### config.mk
export PLATFORM = sky130hd
export DESIGN_NAME = vga_fb_ctrl_flat
export DESIGN_NICKNAME = d
export VERILOG_FILES = /design/src/rtl/vga_fb_ctrl_if.sv /design/src/rtl/vga_fb_ctrl.sv /design/src/flat_wrapper.sv
export SDC_FILE = /design/constraint.sdc
export NUM_CORES = 1
export LEC_CHECK = 0
export CORE_UTILIZATION = 38
export CTS_CLUSTER_DIAMETER = 200
export DETAILED_ROUTE_END_ITERATION = 10
export PLACE_DENSITY = 0.86
export SETUP_SLACK_MARGIN = 0.2
export SLEW_MARGIN = 20
export SYNTH_ARGS = -nofsm -noshare
export SYNTH_HDL_FRONTEND = slang
export SYNTH_SLANG_ARGS = --single-unit
### constraint.sdc
create_clock -name i_clk -period 4.6 [get_ports i_clk]
set_clock_uncertainty 0.15 [all_clocks]
set_input_delay 0.92 -clock i_clk [delete_from_list [all_inputs] [get_ports i_clk]]
set_output_delay 0.92 -clock i_clk [all_outputs]
set_load 0.03 [all_outputs]
### src/rtl/vga_fb_ctrl_if.sv
// Drawer write port of the VGA double-buffered framebuffer controller.
// The drawer holds wr_req with address/data until wr_ack; wr_err flags an out-of-range address.
interface vga_fb_ctrl_if #(
  parameter int unsigned DW = 8
) ();
  logic          wr_req;
  logic [15:0]   wr_addr;
  logic [DW-1:0] wr_data;
  logic          wr_ack;
  logic          wr_err;

  modport master (
    output wr_req,
    output wr_addr,
    output wr_data,
    input  wr_ack,
    input  wr_err
  );

  modport slave (
    input  wr_req,
    input  wr_addr,
    input  wr_data,
    output wr_ack,
    output wr_err
  );
endinterface

### src/rtl/vga_fb_ctrl.sv
// Double-buffered VGA framebuffer controller sharing one single-port RAM between display and drawer.
// Define VGA_FB_CTRL_CLEAR_EN to zero-fill the new back bank after every swap.
module vga_fb_ctrl #(
  parameter int unsigned W  = 320,
  parameter int unsigned H  = 180,
  parameter int unsigned DW = 8
) (
  input  logic          i_clk,
  input  logic          i_rst,
  input  logic          i_pix_stb,
  input  logic          i_active,
  input  logic          i_animate,
  input  logic [9:0]    i_x,
  input  logic [8:0]    i_y,
  vga_fb_ctrl_if.slave  io_wr,
  input  logic          i_swap_req,
  output logic          o_swap_done,
  output logic          o_busy,
  output logic          o_front,
  output logic [16:0]   o_mem_addr,
  output logic          o_mem_we,
  output logic [DW-1:0] o_mem_wdata,
  input  logic [DW-1:0] i_mem_rdata,
  output logic [DW-1:0] o_pix
);

  localparam logic [16:0] NumPix = 17'(W * H);

`ifdef VGA_FB_CTRL_CLEAR_EN
  typedef enum logic [1:0] {StIdle, StPend, StClear} state_e;
`else
  typedef enum logic [0:0] {StIdle, StPend} state_e;
`endif

  state_e        r_state;
  logic          r_front;
  logic          r_swap_done;
  logic          r_rg_d;
  logic          r_blank_d;
  logic [DW-1:0] r_pix;

  logic          w_rg;
  logic          w_clearing;
  logic          w_grant;
  logic          w_in_range;
  logic [15:0]   w_rd_pix;

  assign w_rg = i_pix_stb & i_active;

  // Display address y*W+x; the common 320-wide case avoids a multiplier.
  if (W == 320) begin : g_shift_add
    assign w_rd_pix = ({7'd0, i_y} << 8) + ({7'd0, i_y} << 6) + {6'd0, i_x};
  end else begin : g_mult
    assign w_rd_pix = 16'(32'(i_y) * W) + {6'd0, i_x};
  end

`ifdef VGA_FB_CTRL_CLEAR_EN
  logic [15:0] r_cnt;
  logic        w_clr_last;
  logic        w_clr_wr;

  assign w_clearing = (r_state == StClear);
  assign w_clr_last = ({1'b0, r_cnt} == (NumPix - 17'd1));
  assign w_clr_wr   = ~i_rst & w_clearing & ~w_rg;
`else
  assign w_clearing = 1'b0;
`endif

  assign w_grant    = ~i_rst & ~w_rg & io_wr.wr_req & ~w_clearing;
  assign w_in_range = ({1'b0, io_wr.wr_addr} < NumPix);

  assign io_wr.wr_ack = w_grant;
  assign io_wr.wr_err = w_grant & ~w_in_range;

  // Display read always wins the RAM port; drawer writes target the back bank.
  always_comb begin
    o_mem_addr  = {~r_front, io_wr.wr_addr};
    o_mem_wdata = io_wr.wr_data;
    o_mem_we    = w_grant & w_in_range;
    if (w_rg) begin
      o_mem_addr = {r_front, w_rd_pix};
      o_mem_we   = 1'b0;
    end
`ifdef VGA_FB_CTRL_CLEAR_EN
    else if (w_clearing) begin
      o_mem_addr  = {~r_front, r_cnt};
      o_mem_wdata = '0;
      o_mem_we    = w_clr_wr;
    end
`endif
  end

  always_ff @(posedge i_clk) begin
    if (i_rst) begin
      r_state     <= StIdle;
      r_front     <= 1'b0;
      r_swap_done <= 1'b0;
`ifdef VGA_FB_CTRL_CLEAR_EN
      r_cnt       <= '0;
`endif
    end else begin
      r_swap_done <= 1'b0;
      case (r_state)
        StIdle: begin
          // A request coinciding with i_animate still waits for the next frame boundary.
          if (i_swap_req) r_state <= StPend;
        end
        StPend: begin
          if (i_animate) begin
            r_front     <= ~r_front;
            r_swap_done <= 1'b1;
`ifdef VGA_FB_CTRL_CLEAR_EN
            r_state     <= StClear;
            r_cnt       <= '0;
`else
            r_state     <= StIdle;
`endif
          end
        end
`ifdef VGA_FB_CTRL_CLEAR_EN
        StClear: begin
          if (!w_rg) begin
            if (w_clr_last) begin
              r_state <= StIdle;
              r_cnt   <= '0;
            end else begin
              r_cnt <= r_cnt + 16'd1;
            end
          end
        end
`endif
        default: r_state <= StIdle;
      endcase
    end
  end

  // RAM data lands one cycle after the read grant and is captured the cycle after that.
  always_ff @(posedge i_clk) begin
    if (i_rst) begin
      r_rg_d    <= 1'b0;
      r_blank_d <= 1'b0;
      r_pix     <= '0;
    end else begin
      r_rg_d    <= w_rg;
      r_blank_d <= ~w_rg & ~i_active;
      if (r_rg_d) begin
        r_pix <= i_mem_rdata;
      end else if (r_blank_d) begin
        r_pix <= '0;
      end
    end
  end

  assign o_busy      = ~i_rst & (r_state != StIdle);
  assign o_front     = r_front;
  assign o_swap_done = r_swap_done;
  assign o_pix       = r_pix;

endmodule
### src/flat_wrapper.sv
// flat-port wrapper written by rule: the top's interface ports become plain ports
module vga_fb_ctrl_flat 
#(
  parameter int unsigned W  = 320,
  parameter int unsigned H  = 180,
  parameter int unsigned DW = 8
)
  (i_clk, i_rst, i_pix_stb, i_active, i_animate, i_x, i_y, i_swap_req, o_swap_done, o_busy, o_front, o_mem_addr, o_mem_we, o_mem_wdata, i_mem_rdata, o_pix, io_wr_wr_req, io_wr_wr_addr, io_wr_wr_data, io_wr_wr_ack, io_wr_wr_err);
  vga_fb_ctrl_if #(.DW(DW)) io_wr_i ();
  input  logic i_clk;
  input  logic i_rst;
  input  logic i_pix_stb;
  input  logic i_active;
  input  logic i_animate;
  input  logic [9:0] i_x;
  input  logic [8:0] i_y;
  input  logic i_swap_req;
  output logic o_swap_done;
  output logic o_busy;
  output logic o_front;
  output logic [16:0] o_mem_addr;
  output logic o_mem_we;
  output logic [DW-1:0] o_mem_wdata;
  input  logic [DW-1:0] i_mem_rdata;
  output logic [DW-1:0] o_pix;
  input wire logic [$bits(io_wr_i.wr_req)-1:0] io_wr_wr_req;
  input wire logic [$bits(io_wr_i.wr_addr)-1:0] io_wr_wr_addr;
  input wire logic [$bits(io_wr_i.wr_data)-1:0] io_wr_wr_data;
  output wire logic [$bits(io_wr_i.wr_ack)-1:0] io_wr_wr_ack;
  output wire logic [$bits(io_wr_i.wr_err)-1:0] io_wr_wr_err;
  assign io_wr_i.wr_req = io_wr_wr_req;
  assign io_wr_i.wr_addr = io_wr_wr_addr;
  assign io_wr_i.wr_data = io_wr_wr_data;
  assign io_wr_wr_ack = io_wr_i.wr_ack;
  assign io_wr_wr_err = io_wr_i.wr_err;
  vga_fb_ctrl #(.W(W), .H(H), .DW(DW)) u_core (.i_clk(i_clk), .i_rst(i_rst), .i_pix_stb(i_pix_stb), .i_active(i_active), .i_animate(i_animate), .i_x(i_x), .i_y(i_y), .io_wr(io_wr_i), .i_swap_req(i_swap_req), .o_swap_done(o_swap_done), .o_busy(o_busy), .o_front(o_front), .o_mem_addr(o_mem_addr), .o_mem_we(o_mem_we), .o_mem_wdata(o_mem_wdata), .i_mem_rdata(i_mem_rdata), .o_pix(o_pix));
endmodule
Yosys cells after proc, flatten, opt, wreduce, memory -nomap -nowiden --
Index checks and enable logic that the tools add are counted.
Storage, ports and cells: output and inout port bits 39, memory bits (read-only) 0, memories 0, memory bits (writable) 0, bits in latches 0, register bits 13, word-level logic and storage cells 33
Cells by class: eq/ne operators 0, magnitude comparators 1, reduce and logical (&&, ||, !) cells 3, bitwise operators 13, muxes and demuxes 8, multipliers 0, add/subtract/negate cells 2, divide/modulo/power cells 0, shift operators 0
Operators with widths (count):
- 17-bit two-way mux | 1
- 16-bit by 10-bit adder with 16-bit output | 1
- 16-bit by 15-bit adder with 16-bit output | 1
- 16-bit < comparator, second input constant | 1
- 8-bit two-way mux | 2
- 1-bit bitwise AND | 7
- 1-bit inverter | 6
- 1-bit two-way mux | 4
- 1-bit one-hot mux with 2 select lines | 1
- 2-bit AND reduction | 1
- 2-bit nonzero test | 1
- 2-bit OR reduction | 1

Logic depth before layout (Yosys ltp) --
Gate-level depths: netlist (run 1).
depth in word-level cells 6, mapped depth 8, gate-level depth less buffers 8

Worst setup path before layout (run 1) --
OpenSTA, ideal clock, no wires.
kind input -> output, start in i_x[8], end out o_mem_addr[11], stages on the path 8, data arrival time 3.125 ns, required time 3.530 ns, path buffers 0, path slack 0.405 ns, cell sequence inv_1 fa_1 inv_1 fa_1 a21o_1 a21oi_1 xor2_1 o21ai_0
On the way: cells in the longest elaborated chain, start to end 2
Ends and longest elaborated chain:
- from (decl) | line flat_wrapper.sv:15 | input logic [9:0] i_x;
- 16-bit by 10-bit adder with 16-bit output | line vga_fb_ctrl.sv:52 | assign w_rd_pix = ({7'd0, i_y} << 8) + ({7'd0, i_y} << 6) + {6'd0, i_x};
- 17-bit two-way mux | line vga_fb_ctrl.sv:80 | if (w_rg) begin
- to (decl) | line flat_wrapper.sv:21 | output logic [16:0] o_mem_addr;
No other way between the ends.

Worst setup path in the final report (run 1) --
start in i_y[1], end out o_mem_addr[15]
On the way: cells in the longest elaborated chain, start to end 3
Ends and longest elaborated chain:
- from (decl) | line flat_wrapper.sv:16 | input logic [8:0] i_y;
- 16-bit by 15-bit adder with 16-bit output | line vga_fb_ctrl.sv:52
- 16-bit by 10-bit adder with 16-bit output | line vga_fb_ctrl.sv:52
- 17-bit two-way mux | line vga_fb_ctrl.sv:80
No other way between the ends.

==> flow_summary_export.csv, run 1 <==
group,metric,value,unit
synthesis,ys_top_cells_by_area,"dfxtp_1 19%, ha_1 14%, mux2_2 7.3%, nor3b_1 6.5%, buf_4 4.9%",
detailed_routing,via_count,1502,
synthesis,async_flop_share,0,%
detailed_routing,drt_iter0_markers,66,
synthesis,ys_ff_latch,13,
final_layout,drive_above_1_share,18.4,%
clock_tree,htreeDepth,1,
power,swShare,38.7,%
synthesis,synth.top_cell.area_share,18.8,%
critical_path,regToRegEndpoint,"u_core.o_pix[7]$_SDFFE_PP0P_",
power,netSwitchingPower,182,uW
synthesis,yosysWarnings,0,
critical_path,cp_max_fo,5,
detailed_routing,route.detailed.drc,0,
sta,rsz0062_at_grt,"false",
detailed_routing,drtPass1Iterations,4,
critical_path,worst-path-buf-inv,2,
grt,grt_pass1_wl,6330,um
placement,hpwl,3040,um
hold_path,hold_class,"flip-flop to flip-flop",
synthesis,synthCells,161,
hold_path,hold_path_end,"u_core.r_state$_SDFF_PP0_",
detailed_routing,wl,4160,um
grt,grt_max_degree,18,
clock_tree,clock-sinks,13,
power,p_seq_share,25.8,%
critical_path,criticalPathCategory,"input port to output pin",
final_layout,fin_nets,311,
final_layout,antenna_cells,0,
clock_tree,ctsRootBufferMaster,"clkbuf_4",
final_layout,seq_area,260,um^2
detailed_routing,ant_nets,0,
critical_path,worst_r2r_path_depth,3,
placement,routabilityCongestion,0.856,
clock_tree,cts_tree,"built",
grt,grt_pass1_vias,1424,
synthesis,synth_common_cells,"15 x ha_1, 15 x nor2_1, 13 x dfxtp_1",
grt,grt_antenna_before_repair,0,
synthesis,synth_seq_area_share,18.8,%
floorplanning,die_x,62.4,um
critical_path,timing.rr.start,"u_core.r_rg_d$_SDFF_PP0_",
placement,place_inst,273,
synthesis,yosysUniqueCellTypes,44,
synthesis,synth_nets,237,
sta,fin_crit,4.35,ns
sta,tightest_slew,0.491,ns
final_layout,multi_input_area,1030,um^2
synthesis,syn_area,1390,um^2
sta,finalHoldViolCount,0,
sta,timing.fmax,0.230,GHz
clock_tree,path_clk_slew,0.08,ns
critical_path,crit_path_cell_trace,"clkdlybuf4s50_1 > fa_1 > ha_2 > a21o_1 > a21oi_2 > a311oi_1 > o211ai_1 > buf_12",
clock_tree,clock_tree.buffer_depth,2,
power,vdd_drop_max,0.000109,V
floorplanning,dieArea,3900,um^2
critical_path,cp-start-kind,"input port",
final_layout,num-fill-cells,298,
hold_path,min_from,"u_core.r_state$_SDFF_PP0_",
critical_path,slowest_stage,"clkdlybuf4s50_1",
detailed_routing,post_drt_wl_per_cell,14.9,um
sta,fin_setup_tns,0,ns
sta,period_share,94.5,%
clock_tree,clock_latency,0.27,ns
detailed_routing,viasPerCell,5.36,
power,pwr_density_cell,207,nW/um^2
sta,setup_viol,0,
floorplanning,die_h,62.4,um
grt,track_usage,20.1,%
final_layout,fin_cells,280,
power,cellLeakagePower,0.932,nW
synthesis,yosys.area.top_type,"dfxtp_1",
synthesis,synthFlopType,"dfxtp_1",
critical_path,cp.depth,8,
sta,final-max-slew-violation-count,0,
critical_path,crit_family,"adder cells",
sta,hold_slack,0.390,ns
sta,slew_headroom,67.3,%
power,pwr-share-comb,59.6,%
power,p_int,288,uW
floorplanning,io_pins,97,
floorplanning,start_util,40.6,%
critical_path,slowest_delay,0.53,ns
clock_tree,numCtsBuffers,3,
final_layout,area_delta_synth_final,63.7,%
floorplanning,rows,21,
hold_path,hold_path_depth,2,
critical_path,worstPathRequired,3.53,ns
critical_path,arrival,3.28,ns
outcome,status,"complete, no violations",
synthesis,synth_edf_count,0,
placement,io_buffers,80,
floorplanning,core-area,3420,um^2
flow_run,max-cap-violations,0,
grt,overflow,0,
critical_path,r2r_setup_slack,3.41,ns
power,pwr-share-clk,14.6,%
synthesis,syn-mean-instance-area,8.62,um^2
critical_path,cp-end-kind,"output pin",
==> kinds of logic after synthesis <==
group / count (synthesis) / share of synthesized area (%)
multiplexers: 10 / 8.03
buffers and inverters: 25 / 10.3
flip-flops: 13 / 18.8
AND/OR/NAND/NOR: 53 / 23.0
AO/OA/AOI/OAI: 36 / 18.3
adder cells (fa/ha/maj): 18 / 17.9
XOR/XNOR: 6 / 3.79
==> layout by cell type (no fill, tap or decap), drive strengths merged, types with 2 or more instances in the layout <==
cell           count
dlymetal6s2s       3
nor2b              2
dlygate4sd2        2
dfxtp             13
fa                 3
inv                7
nand2              9
xnor2              2
nand4b             2
buf               13
nor4b              2
nor4               2
a21oi             12
a211oi             5
xor2               4
o211ai             3
a21o               2
clkbuf             4
clkdlybuf4s50     69
o21ai              6
nor2              15
o21bai             2
mux2               9
ha                15
nor3b             12
==> final cells by class <==
type                       count  area share, %
timing repair buffer          87           38.2
clock buffer                   4           1.16
multi-input combinational    123           45.5
sequential                    13           11.5
tap                           46           2.53
inverter                       7           1.16
==> metrics by stage <==
stage / setup WS (ns) / power [mW] / instance area [um^2] / utilization, %
2_1_floorplan: 0.405 / 0.284 / 1390 / -
6_report: 0.254 / 0.470 / 2270 / 66.5
3_3_place_gp: 0.0806 / 0.372 / 2170 / 63.5
5_1_grt: 0.208 / 0.498 / 2270 / 66.5
4_1_cts: 0.164 / 0.451 / 2220 / 64.9
3_5_place_dp: 0.0568 / 0.376 / 2170 / 63.5
==> worst reg2reg max path: stages (launching register included) <==
cell and delay (ns):
dfxtp_1 0.63, nor3b_1 0.11, a21oi_1 0.14, nor2_1 0.06
==> metal layers <==
metal | global-route usage (%) | routed length, um | vias up
li1 | - | - | 722
met2 | 38.6 | 2260 | 62
met5 | 0 | 0 | -
met4 | 6.98 | 60 | 0
met1 | 22.4 | 1620 | 714
met3 | 2.37 | 219 | 4
==> repair_timing <==
action,in CTS,in global routing
buffers inserted,2,1
gates resized for setup,5,12
setup endpoints to repair,5,6
pin swaps,3,6
hold buffers,0,0
==> worst max path at each step <==
stage,start,slack (ns),to
final,i_y[1],0.25,o_mem_addr[15]
after global routing,i_y[1],0.21,o_mem_addr[15]
after CTS,i_x[8],0.16,o_mem_addr[14]
after detailed placement,i_x[8],0.06,o_mem_addr[9]
after global placement,i_x[8],0.08,o_mem_addr[9]
after floorplan,i_x[8],0.40,o_mem_addr[11]
==> registers in the layout, summed over array words and instances, names as in the netlist <==
signal	flops
u_core.o_front	1
u_core.o_swap_done	1
u_core.r_state	1
u_core.o_pix	8
u_core.r_blank_d	1
u_core.r_rg_d	1
==> power by group through the flow <==
stage          Clock, mW  Combinational (mW)  Sequential [mW]
3_5_place_dp           0               0.253            0.124
3_3_place_gp           0               0.248            0.124
5_1_grt           0.0783               0.297            0.122
2_1_floorplan          0               0.157            0.127
6_report          0.0688               0.280            0.121
4_1_cts           0.0709               0.259            0.121
No activity file was read; power rests on OpenSTA's default activity.
==> run 2, diff against run 1 <==
- REMOVE_ABC_BUFFERS: default -> 1
==> flow_summary_export.csv, run 2 (same netlist as run 1, synthesis figures left out) <==
group,metric,value,unit
clock_tree,numCtsBuffers,3,
outcome,status,"complete, no violations",
detailed_routing,drt_iter0_markers,39,
detailed_routing,drtPass1Iterations,4,
sta,fin_crit,4.27,ns
sta,hold_slack,0.392,ns
grt,overflow,0,
detailed_routing,route.detailed.drc,0,
clock_tree,clock_tree.buffer_depth,2,
grt,track_usage,19.8,%
sta,slew_headroom,68.3,%
clock_tree,clock_latency,0.26,ns
floorplanning,die_x,62.4,um
detailed_routing,ant_nets,0,
critical_path,cp-start-kind,"input port",
final_layout,layout_common_cells,"69 x clkdlybuf4s50_1, 15 x nor2_1, 13 x ha_1, 13 x dfxtp_1, 12 x nor3b_1",
final_layout,largest_reg_flops,8,
power,cellLeakagePower,0.905,nW
critical_path,worstPathRequired,3.53,ns
sta,finalHoldViolCount,0,
floorplanning,rows,21,
placement,io_buffers,80,
critical_path,cp-end-kind,"output pin",
power,vdd_drop_max,0.0000901,V
grt,grt_antenna_before_repair,0,
power,pwr-share-comb,58.1,%
floorplanning,dieArea,3900,um^2
final_layout,antenna_cells,0,
critical_path,r2r_setup_slack,3.44,ns
floorplanning,start_util,40.6,%
clock_tree,cts_tree,"built",
placement,routabilityCongestion,0.833,
power,netSwitchingPower,171,uW
sta,timing.fmax,0.234,GHz
grt,grt_max_degree,17,
detailed_routing,wl,3820,um
critical_path,timing.rr.start,"u_core.r_rg_d$_SDFF_PP0_",
power,swShare,38.0,%
clock_tree,clock-sinks,13,
sta,period_share,92.8,%
final_layout,num-fill-cells,284,
hold_path,min_from,"u_core.r_state$_SDFF_PP0_",
clock_tree,htreeDepth,1,
sta,final-max-slew-violation-count,0,
critical_path,cp-startpoint,"i_y[1]",
clock_tree,path_clk_slew,0.08,ns
critical_path,cp_max_fo,5,
floorplanning,io_pins,97,
final_layout,final_common_cell,"clkdlybuf4s50_1",
detailed_routing,via_count,1465,
detailed_routing,viasPerCell,5.27,
grt,grt_pass1_wl,6350,um
power,p_seq_share,26.9,%
flow_run,max-cap-violations,0,
hold_path,hold_class,"flip-flop to flip-flop",
floorplanning,core-area,3420,um^2
critical_path,criticalPathCategory,"input port to output pin",
sta,fin_setup_tns,0,ns
power,total_power,450,uW
final_layout,area_delta_synth_final,60.2,%
sta,rsz0062_at_grt,"false",
sta,setup_viol,0,
power,p_int,279,uW
detailed_routing,post_drt_wl_per_cell,13.7,um
final_layout,drive_above_1_share,17.2,%
clock_tree,ctsRootBufferMaster,"clkbuf_4",
power,pwr-share-clk,15.0,%
final_layout,fin_nets,309,
grt,grt_pass1_vias,1466,
critical_path,arrival,3.20,ns
floorplanning,die_h,62.4,um
placement,hpwl,3070,um
sta,tightest_slew,0.475,ns
power,pwr_density_cell,203,nW/um^2
run 2: final timing paths:
path              cells after the start                           end
setup reg to reg                      3  u_core.o_pix[5]$_SDFFE_PP0P_
hold reg to reg                       2     u_core.r_state$_SDFF_PP0_
hold / removal                        2     u_core.r_state$_SDFF_PP0_
setup / recovery                      8                o_mem_addr[14]
run 2: per-stage QoR:
| step | utilization (%) | instances | area, um^2 | worst slack, ns |
|---|---|---|---|---|
| 2_1_floorplan | - | 143 | 1270 | 0.404 |
| 3_3_place_gp | 62.8 | 273 | 2140 | 0.0809 |
| 3_5_place_dp | 62.8 | 273 | 2140 | 0.0476 |
| 4_1_cts | 64.6 | 278 | 2210 | 0.209 |
| 5_1_grt | 65.1 | 278 | 2220 | 0.215 |
| 6_report | 65.1 | 278 | 2220 | 0.329 |
run 2: routing by layer:
metal | vias to the layer above | global-route usage (%) | part of all wire [%]
li1 | 721 | - | -
met1 | 663 | 23.8 | 41
met2 | 73 | 34.0 | 50
met3 | 8 | 4.56 | 7.1
met4 | 0 | 7.56 | 2.1
met5 | - | 0 | 0
run 2: layout make-up:
class | count | area (um^2) | share of cell area [%]
tap | 46 | 57.6 | 2.59
sequential | 13 | 260 | 11.7
inverter | 7 | 26.3 | 1.18
timing repair buffer | 85 | 825 | 37.1
clock buffer | 4 | 26.3 | 1.18
multi-input combinational | 123 | 1030 | 46.3
run 2: timing repair:
| item | CTS | global route |
|---|---|---|
| endpoints found under the setup margin | 5 | 3 |
| pin swaps | 4 | 4 |
| hold buffers | 0 | 0 |
| buffers inserted | 1 | 0 |
| endpoints found under the hold margin | 0 | 0 |
| resized for setup | 10 | 6 |
run 2: critical path: stages:
cell             delay (ns)
clkdlybuf4s50_1        0.52
fa_1                   0.44
ha_2                   0.25
a211oi_4               0.24
nor3_2                 0.08
o31a_1                 0.31
o31ai_2                0.24
buf_4                  0.20
run 2: power groups by stage:
stage	registers, mW	clock network (mW)	logic, mW
after floorplan	0.129	0	0.136
after global placement	0.124	0	0.244
after detailed placement	0.124	0	0.248
after CTS	0.121	0.0698	0.257
after global routing	0.122	0.0762	0.282
final	0.121	0.0674	0.262
